==> src/rtl/conv_stripe_scheduler.sv <==
// rtl/conv_stripe_scheduler.sv - frame sequencer for a 3x3 convolution block
// Column-major triple-pixel reads with border padding, window tag pipeline and output stream.
module conv_stripe_scheduler #(
  parameter int IMG_WIDTH    = 64,
  parameter int IMG_HEIGHT   = 64,
  parameter int PIXEL_WIDTH  = 8,
  parameter int RESULT_WIDTH = 8,
  parameter int ADDR_WIDTH   = 12,
  localparam int XW = $clog2(IMG_WIDTH),
  localparam int YW = $clog2(IMG_HEIGHT)
) (
  input  logic                    clk,
  input  logic                    reset,
  input  logic                    start,
  output logic                    busy,
  output logic                    done,
  output logic                    rd_en,
  output logic [ADDR_WIDTH-1:0]   rd_addr_l,
  output logic [ADDR_WIDTH-1:0]   rd_addr_m,
  output logic [ADDR_WIDTH-1:0]   rd_addr_r,
  input  logic [PIXEL_WIDTH-1:0]  rd_data_l,
  input  logic [PIXEL_WIDTH-1:0]  rd_data_m,
  input  logic [PIXEL_WIDTH-1:0]  rd_data_r,
  output logic                    pb_enable,
  output logic [PIXEL_WIDTH-1:0]  pb_left,
  output logic [PIXEL_WIDTH-1:0]  pb_mid,
  output logic [PIXEL_WIDTH-1:0]  pb_right,
  input  logic [RESULT_WIDTH-1:0] pb_result,
  output logic                    out_valid,
  input  logic                    out_ready,
  output logic [RESULT_WIDTH-1:0] out_data,
  output logic [XW-1:0]           out_x,
  output logic [YW-1:0]           out_y
);
  localparam int KW = $clog2(IMG_HEIGHT + 2);
  localparam int PW = PIXEL_WIDTH;

  typedef enum logic [1:0] {S_IDLE, S_FEED, S_FLUSH, S_DONE} state_t;
  typedef struct packed { logic tv; logic [XW-1:0] tx; logic [YW-1:0] ty; } tag_t;
  typedef struct packed { logic last; tag_t tag; } meta_t;
  typedef struct packed { meta_t meta; logic [PW-1:0] l; logic [PW-1:0] m; logic [PW-1:0] r; } entry_t;

  state_t            state_q, state_d;
  logic [XW-1:0]     rd_x_q, rd_x_d;
  logic [KW-1:0]     rd_k_q, rd_k_d;
  logic              rd_done_q, rd_done_d;
  logic              infl_q, infl_d;
  meta_t             infl_meta_q, infl_meta_d;
  logic [2:0]        infl_mask_q, infl_mask_d;
  entry_t            fifo0_q, fifo0_d, fifo1_q, fifo1_d;
  logic [1:0]        cnt_q, cnt_d;
  logic [1:0]        flush_q, flush_d;
  tag_t              stg_q [4];
  tag_t              stg_d [4];
  logic              pending_q, pending_d;
  logic              out_valid_q, out_valid_d;
  logic [RESULT_WIDTH-1:0] out_data_q, out_data_d;
  logic [XW-1:0]     out_x_q, out_x_d;
  logic [YW-1:0]     out_y_q, out_y_d;
  logic [PW-1:0]     pb_l_q, pb_l_d, pb_m_q, pb_m_d, pb_r_q, pb_r_d;

  logic                  row_ok, last_col, last_row, stall, pb_en, pop, rd_go, capture;
  logic [2:0]            lane_mask;
  logic [1:0]            credits_after;
  logic [ADDR_WIDTH-1:0] row_base;
  entry_t                new_entry;

  // Row index k is offset by one so k=0 and k=H+1 are the zero padding rows.
  assign row_ok    = (rd_k_q != '0) && (rd_k_q <= KW'(IMG_HEIGHT));
  assign last_col  = (rd_x_q == XW'(IMG_WIDTH - 1));
  assign last_row  = (rd_k_q == KW'(IMG_HEIGHT + 1));
  assign lane_mask = {row_ok && (rd_x_q != '0), row_ok, row_ok && !last_col};
  assign row_base  = (ADDR_WIDTH'(rd_k_q) - ADDR_WIDTH'(1)) * ADDR_WIDTH'(IMG_WIDTH)
                   + ADDR_WIDTH'(rd_x_q);

  assign stall   = pending_q && out_valid_q && !out_ready;
  assign pb_en   = !reset && !stall &&
                   (((state_q == S_FEED) && (cnt_q != 2'd0)) ||
                    ((state_q == S_FLUSH) && (flush_q != 2'd3)));
  assign pop     = pb_en && (state_q == S_FEED);
  assign credits_after = 2'(infl_q) + cnt_q - 2'(pop);
  assign rd_go   = !reset && (state_q == S_FEED) && !rd_done_q && (credits_after < 2'd2);
  assign capture = pending_q && (!out_valid_q || out_ready);
  assign new_entry = {infl_meta_q,
                      rd_data_l & {PW{infl_mask_q[2]}},
                      rd_data_m & {PW{infl_mask_q[1]}},
                      rd_data_r & {PW{infl_mask_q[0]}}};

  assign busy      = !reset && ((state_q == S_FEED) || (state_q == S_FLUSH));
  assign done      = !reset && (state_q == S_DONE);
  assign rd_en     = rd_go;
  assign rd_addr_l = (rd_go && lane_mask[2]) ? row_base - ADDR_WIDTH'(1) : '0;
  assign rd_addr_m = (rd_go && lane_mask[1]) ? row_base : '0;
  assign rd_addr_r = (rd_go && lane_mask[0]) ? row_base + ADDR_WIDTH'(1) : '0;
  assign pb_enable = pb_en;
  assign pb_left   = pb_l_q;
  assign pb_mid    = pb_m_q;
  assign pb_right  = pb_r_q;
  assign out_valid = out_valid_q;
  assign out_data  = out_data_q;
  assign out_x     = out_x_q;
  assign out_y     = out_y_q;

  always_comb begin
    state_d = state_q;   rd_x_d = rd_x_q;   rd_k_d = rd_k_q;   rd_done_d = rd_done_q;
    infl_d = rd_go;      infl_meta_d = infl_meta_q;   infl_mask_d = infl_mask_q;
    fifo0_d = fifo0_q;   fifo1_d = fifo1_q; cnt_d = cnt_q;     flush_d = flush_q;
    stg_d = stg_q;       pending_d = pending_q;
    out_valid_d = out_valid_q; out_data_d = out_data_q; out_x_d = out_x_q; out_y_d = out_y_q;
    pb_l_d = pb_l_q;     pb_m_d = pb_m_q;   pb_r_d = pb_r_q;

    if (rd_go) begin
      infl_meta_d = {last_col && last_row, rd_k_q >= KW'(2), rd_x_q, YW'(rd_k_q - KW'(2))};
      infl_mask_d = lane_mask;
      if (last_row) begin
        rd_k_d = '0;
        if (last_col) rd_done_d = 1'b1;
        else          rd_x_d = rd_x_q + XW'(1);
      end else begin
        rd_k_d = rd_k_q + KW'(1);
      end
    end

    case ({infl_q, pop})
      2'b01: begin fifo0_d = fifo1_q; cnt_d = cnt_q - 2'd1; end
      2'b10: begin
        if (cnt_q == 2'd0) fifo0_d = new_entry;
        else               fifo1_d = new_entry;
        cnt_d = cnt_q + 2'd1;
      end
      2'b11: begin
        if (cnt_q == 2'd1) fifo0_d = new_entry;
        else begin fifo0_d = fifo1_q; fifo1_d = new_entry; end
      end
      default: ;
    endcase

    // Capture samples pb_result before an enable on the same edge advances the block.
    if (capture) begin
      out_valid_d = 1'b1;
      out_data_d  = pb_result;
      out_x_d     = stg_q[3].tx;
      out_y_d     = stg_q[3].ty;
      pending_d   = 1'b0;
    end else if (out_ready) begin
      out_valid_d = 1'b0;
    end

    if (pb_en) begin
      stg_d[0] = (state_q == S_FEED) ? fifo0_q.meta.tag : '0;
      stg_d[1] = stg_q[0];
      stg_d[2] = stg_q[1];
      stg_d[3] = stg_q[2];
      if (stg_q[2].tv) pending_d = 1'b1;
      pb_l_d = (state_q == S_FEED) ? fifo0_q.l : '0;
      pb_m_d = (state_q == S_FEED) ? fifo0_q.m : '0;
      pb_r_d = (state_q == S_FEED) ? fifo0_q.r : '0;
    end

    case (state_q)
      S_IDLE: if (start) begin
        state_d = S_FEED;
        rd_x_d = '0; rd_k_d = '0; rd_done_d = 1'b0; cnt_d = '0; flush_d = '0;
      end
      S_FEED:  if (pop && fifo0_q.meta.last) begin state_d = S_FLUSH; flush_d = '0; end
      S_FLUSH: begin
        if (pb_en) flush_d = flush_q + 2'd1;
        if ((flush_q == 2'd3) && !out_valid_q && !pending_q) state_d = S_DONE;
      end
      S_DONE:  state_d = S_IDLE;
      default: state_d = S_IDLE;
    endcase
  end

  always_ff @(posedge clk) begin
    if (reset) begin
      state_q <= S_IDLE;  rd_x_q <= '0;  rd_k_q <= '0;  rd_done_q <= 1'b0;
      infl_q <= 1'b0;     infl_meta_q <= '0;  infl_mask_q <= '0;
      fifo0_q <= '0;      fifo1_q <= '0; cnt_q <= '0;   flush_q <= '0;
      stg_q <= '{default: '0};  pending_q <= 1'b0;
      out_valid_q <= 1'b0; out_data_q <= '0; out_x_q <= '0; out_y_q <= '0;
      pb_l_q <= '0;       pb_m_q <= '0;  pb_r_q <= '0;
    end else begin
      state_q <= state_d; rd_x_q <= rd_x_d; rd_k_q <= rd_k_d; rd_done_q <= rd_done_d;
      infl_q <= infl_d;   infl_meta_q <= infl_meta_d; infl_mask_q <= infl_mask_d;
      fifo0_q <= fifo0_d; fifo1_q <= fifo1_d; cnt_q <= cnt_d; flush_q <= flush_d;
      stg_q <= stg_d;     pending_q <= pending_d;
      out_valid_q <= out_valid_d; out_data_q <= out_data_d; out_x_q <= out_x_d; out_y_q <= out_y_d;
      pb_l_q <= pb_l_d;   pb_m_q <= pb_m_d; pb_r_q <= pb_r_d;
    end
  end
endmodule

==> config.mk <==
export PLATFORM = sky130hd
export DESIGN_NAME = conv_stripe_scheduler
export DESIGN_NICKNAME = d
export VERILOG_FILES = /design/src/rtl/conv_stripe_scheduler.sv
export SDC_FILE = /design/constraint.sdc
export NUM_CORES = 1
export LEC_CHECK = 0
export CAP_MARGIN = 0
export CORE_MARGIN = 2
export CORE_UTILIZATION = 45
export CTS_BUF_LIST = sky130_fd_sc_hd__clkbuf_8
export CTS_CLUSTER_DIAMETER = 200
export DETAILED_ROUTE_END_ITERATION = 6
export DONT_BUFFER_PORTS = 1
export GPL_TIMING_DRIVEN = 1
export SLEW_MARGIN = 20
export SYNTH_ARGS = -nofsm -noshare
export SYNTH_HDL_FRONTEND = slang
export SYNTH_SLANG_ARGS = --single-unit
==> constraint.sdc <==
create_clock -name clk -period 3.7 [get_ports clk]
set_input_delay 0.74 -clock clk [delete_from_list [all_inputs] [get_ports clk]]
set_output_delay 0.74 -clock clk [all_outputs]
set_load 0.02 [all_outputs]
==> impl_results.rst <==
.. list-table::
   :header-rows: 1

   * - Metric
     - Value
   * - Root buffer selected by CTS
     - sky130_fd_sc_hd__clkbuf_8
   * - Final period demand of the worst path
     - 3.548 ns
   * - Total of max-cap violations
     - 0
   * - Unrepaired setup endpoints after global routing
     - true
   * - Ranking of synthesized cells by instance count
     - sky130_fd_sc_hd__nand2_1 (265), sky130_fd_sc_hd__dfxtp_1 (211), sky130_fd_sc_hd__nor2_1 (128), sky130_fd_sc_hd__a21oi_1 (89), sky130_fd_sc_hd__clkbuf_1 (70)
   * - IR Drop Worst-Case VDD
     - 0.0002422 V
   * - Non-filler cells, final
     - 1386
   * - Routed wirelength normalized by instance count
     - 15.24 um
   * - Via count
     - 7290
   * - Initial antenna violation count
     - 0
   * - Share of cells above drive strength 1
     - 0.1008
   * - Arrival time of data at the critical path endpoint
     - 2.81 ns
   * - Area contributors post-synth
     - sky130_fd_sc_hd__dfxtp_1 (48%), sky130_fd_sc_hd__nand2_1 (11%), sky130_fd_sc_hd__nor2_1 (5.4%), sky130_fd_sc_hd__a21oi_1 (5.0%), sky130_fd_sc_hd__a311oi_1 (4.0%)
   * - Ant. Diodes
     - 0
   * - Die extent in x
     - 144.1 um
   * - Simple-gate portion of the synthesized area
     - 0.2701
   * - Primary FF master, synth
     - sky130_fd_sc_hd__dfxtp_1
   * - Floorplan die height
     - 144.1 um
   * - Wire length of the first global-routing pass
     - 33700 um
   * - Cell area power density
     - 584.2 nW/um^2
   * - Capturing point of the worst reg2reg path
     - rd_k_q[2]
   * - Reg-to-reg critical path startpoint
     - cnt_q[0]
   * - Number of cells on the worst reg-to-reg path
     - 11
   * - Post-route ant nets
     - 0
   * - Hold-critical path depth
     - 1
   * - Run status
     - completed
   * - Worst-path fanout max
     - 13
   * - Leakage power of the design
     - 0.003685 uW
   * - # fillers
     - 1930
   * - Row count
     - 51
   * - Fraction of power spent switching nets
     - 0.3090
   * - Share of synthesized registers carrying an async set or reset
     - 0
   * - Total power
     - 5809 uW
   * - Post-synthesis adder-cell area fraction
     - 0.02550
   * - Worst Setup Path Type
     - register to output pin
   * - Core area
     - 19330 um^2
   * - Count of unresolved DRC violations after routing
     - 0
   * - Reg power frac
     - 0.450
   * - Final HPWL from detailed placement
     - 12560 um
   * - # Post-CTS Setup Buffers
     - 0
   * - # clock sinks
     - 211
   * - Worst clock skew on the final layout
     - 0.01515 ns
   * - Data required time of the critical path
     - 2.96 ns
   * - Post-synthesis compound-gate area fraction
     - 0.1500
   * - Hold wc startpoint
     - reset
   * - Post-synth EDFFs
     - 0
   * - Pin count of the biggest net entering global routing
     - 201
   * - Starting density of the core
     - 0.4569
   * - Most instantiated library cell after synthesis
     - sky130_fd_sc_hd__nand2_1
   * - DR iter-0 viols
     - 409
   * - TritonCTS clock tree
     - yes
   * - Worst skew pair latency
     - 0.53 ns
   * - Post-Place Cells
     - 1320
   * - CTS buffer count
     - 38
   * - Post-Synth XOR/XNOR Area
     - 0.02082
   * - Post-Synthesis Net Count
     - 1157
   * - Clock tree buffer depth
     - 3
   * - Mean instance size in the synthesized netlist
     - 8.009 um^2
   * - Area of the die
     - 20770 um^2
   * - Part of the total power dissipated in combinational logic
     - 0.185
   * - Number of vias per cell after detailed routing
     - 5.260
   * - Synth warnings
     - 0
   * - Total routing usage reported by global routing
     - 0.1999
   * - Cell type contributing the most total cell area after synthesis
     - sky130_fd_sc_hd__dfxtp_1
   * - Area overhead of the layout relative to synthesis
     - 12.56%
   * - Setup slack of the worst register-to-register path
     - 0.78 ns
   * - I/O Buffers
     - 0
   * - Internal power
     - 4014 uW
   * - Share of the core filled with cells in the final layout
     - 0.5143
   * - Multi-input gate area
     - 4233 um^2
   * - Total length of routed wires
     - 21120 um
   * - Post-synthesis instance area
     - 8833 um^2
   * - Highest achievable clock rate
     - 281.9 MHz
   * - Transition time at the pin with the least slew margin
     - 0.8144 ns
   * - Worst-path clk slew
     - 0.05 ns
   * - Leftover overflow at the end of global routing
     - 0
   * - Max transition margin
     - 0.4571
   * - Synth top area share
     - 0.4782
   * - Clock group share of total power
     - 0.365
   * - Worst hold path class
     - input port to register
   * - Count of mapped cells out of synthesis
     - 1103
   * - Worst Hold Path EP
     - out_valid
   * - Distinct cells, synth
     - 46
   * - I/O pin total
     - 121
   * - Crit share post-route
     - 0.9588
   * - Number of global-route vias before repair
     - 6588
   * - Final Net Count
     - 1149
   * - Htree depth
     - 2
   * - Psw
     - 1795 uW
   * - Placer's final routability congestion estimate
     - 0.8517
   * - Post-CTS Hold Fix Bufs
     - 0
   * - # setup viols final
     - 0
   * - Number of max-slew violations in the final report
     - 0
   * - Flip-flop and latch count after synthesis
     - 211
   * - Worst Setup Start Kind
     - register
   * - Portion of netlist area occupied by mux cells
     - 0.006799
   * - Part of the Yosys area used for sequential elements
     - 0.4782
   * - Endpoint type of the worst setup path
     - output pin
   * - First-pass detailed-route iteration total
     - 4
   * - Storage element area
     - 4225 um^2
   * - Combinational family with the most area after synthesis
     - simple AND/OR/NAND/NOR gates
   * - Final hold viol count
     - 0
[layout by cell type (no fill, tap or decap), types with 2 or more instances in the layout]
cell type / count
sky130_fd_sc_hd__xor2_1: 8
sky130_fd_sc_hd__nor2b_1: 3
sky130_fd_sc_hd__nor3b_1: 3
sky130_fd_sc_hd__ha_1: 17
sky130_fd_sc_hd__and2_1: 6
sky130_fd_sc_hd__inv_1: 32
sky130_fd_sc_hd__nand3_1: 59
sky130_fd_sc_hd__a22oi_1: 37
sky130_fd_sc_hd__a21o_1: 2
sky130_fd_sc_hd__clkbuf_8: 46
sky130_fd_sc_hd__nand4b_1: 2
sky130_fd_sc_hd__nor2_1: 128
sky130_fd_sc_hd__a211oi_1: 9
sky130_fd_sc_hd__nand2_1: 262
sky130_fd_sc_hd__clkinvlp_4: 2
sky130_fd_sc_hd__nand2_2: 2
sky130_fd_sc_hd__a311oi_1: 40
sky130_fd_sc_hd__dfxtp_1: 210
sky130_fd_sc_hd__nor3_1: 3
sky130_fd_sc_hd__o21ai_0: 5
sky130_fd_sc_hd__nand2b_1: 4
sky130_fd_sc_hd__nor4_1: 6
sky130_fd_sc_hd__nand3b_1: 39
sky130_fd_sc_hd__nand4_1: 3
sky130_fd_sc_hd__buf_4: 43
sky130_fd_sc_hd__o211ai_1: 2
sky130_fd_sc_hd__nand2b_2: 3
sky130_fd_sc_hd__a211o_2: 2
sky130_fd_sc_hd__and3_1: 9
sky130_fd_sc_hd__or4_1: 2
sky130_fd_sc_hd__mux2i_1: 5
sky130_fd_sc_hd__o31ai_1: 3
sky130_fd_sc_hd__a21oi_1: 89
sky130_fd_sc_hd__or3_1: 2
sky130_fd_sc_hd__xnor2_1: 13
[cell type report]
type,instances,share of cell area
timing repair buffer,44,0.03448
clock buffer,46,0.06367
tap,265,0.03335
sequential,211,0.4249
inverter,17,0.006418
clock inverter,20,0.01145
multi-input combinational,783,0.4257
[metal layers]
| metal | vias to the layer above | share of wire | global-route usage |
|---|---|---|---|
| met4 | 0 | 0.017 | 0.06502 |
| met2 | 142 | 0.48 | 0.3216 |
| met1 | 3372 | 0.46 | 0.2682 |
| met3 | 34 | 0.048 | 0.04305 |
| met5 | - | 0 | 0 |
| li1 | 3742 | - | - |
[metrics by stage]
| step | worst slack [ns] | hold WS, ns | area, um^2 | setup TNS [ns] |
|---|---|---|---|---|
| after CTS | 0.01270 | 0.2524 | 9918 | 0 |
| after global placement | 0.4194 | 0.4269 | 9158 | 0 |
| final | 0.1524 | 0.2852 | 9943 | 0 |
| after floorplan | 0.4829 | 0.4160 | 8833 | 0 |
| after global routing | -0.006049 | 0.2608 | 9943 | -0.01236 |
| after detailed placement | 0.3783 | 0.4273 | 9158 | 0 |
[flip-flops by register name, indices dropped and copies added, names as in the netlist]
name and count:
cnt_q 2, state_q 2, out_x 6, rd_k_q 7, rd_done_q 1, flush_q 2, pending_q 1, out_valid 1
pb_right 8, pb_left 8, infl_q 1, rd_x_q 6, fifo0_q 38, out_data 8, fifo1_q 38, pb_mid 8
infl_mask_q 3, stg_q 51, infl_meta_q 14, out_y 6
[critical path, stage by stage (launching register included)]
cell and delay, ns:
sky130_fd_sc_hd__dfxtp_2 0.39, sky130_fd_sc_hd__inv_1 0.08, sky130_fd_sc_hd__ha_1 0.22, sky130_fd_sc_hd__nand2b_2 0.26, sky130_fd_sc_hd__a2111oi_4 0.35, sky130_fd_sc_hd__mux2i_2 0.33, sky130_fd_sc_hd__and3_1 0.22, sky130_fd_sc_hd__or2_4 0.20
sky130_fd_sc_hd__nor2_1 0.06, sky130_fd_sc_hd__buf_4 0.18
[worst max-delay path by stage]
stage                   start      endpoint  cells past startpoint
finish               cnt_q[0]  rd_addr_m[9]                      9
global route         cnt_q[1]  rd_addr_m[9]                      9
CTS                  cnt_q[0]  rd_addr_r[8]                      9
detailed placement      reset  rd_addr_r[3]                      7
global placement        reset  rd_addr_r[3]                      7
floorplan           out_ready  rd_addr_l[5]                      9
[cells by family after synthesis]
kind of cell               Yosys count
AOI/OAI and AO/OA                  198
adders and majority gates           18
DFF                                211
buffers and inverters              109
muxes                                6
xor gates and xnor gates            21
and+or+nand+nor                    540
[timing repair]
action,in CTS,in global routing
pin swaps,0,2
endpoints found under the setup margin,30,36
resized for setup,4,7
[power by group through the flow]
stage | clock network [uW] | logic, uW | registers (uW)
after floorplan | 0 | 875 | 2610
after global placement | 0 | 1060 | 2660
after detailed placement | 0 | 1070 | 2660
after CTS | 2180 | 1080 | 2610
after global routing | 2280 | 1210 | 2640
final | 2120 | 1070 | 2610
Power figures use the tool's default switching activity.
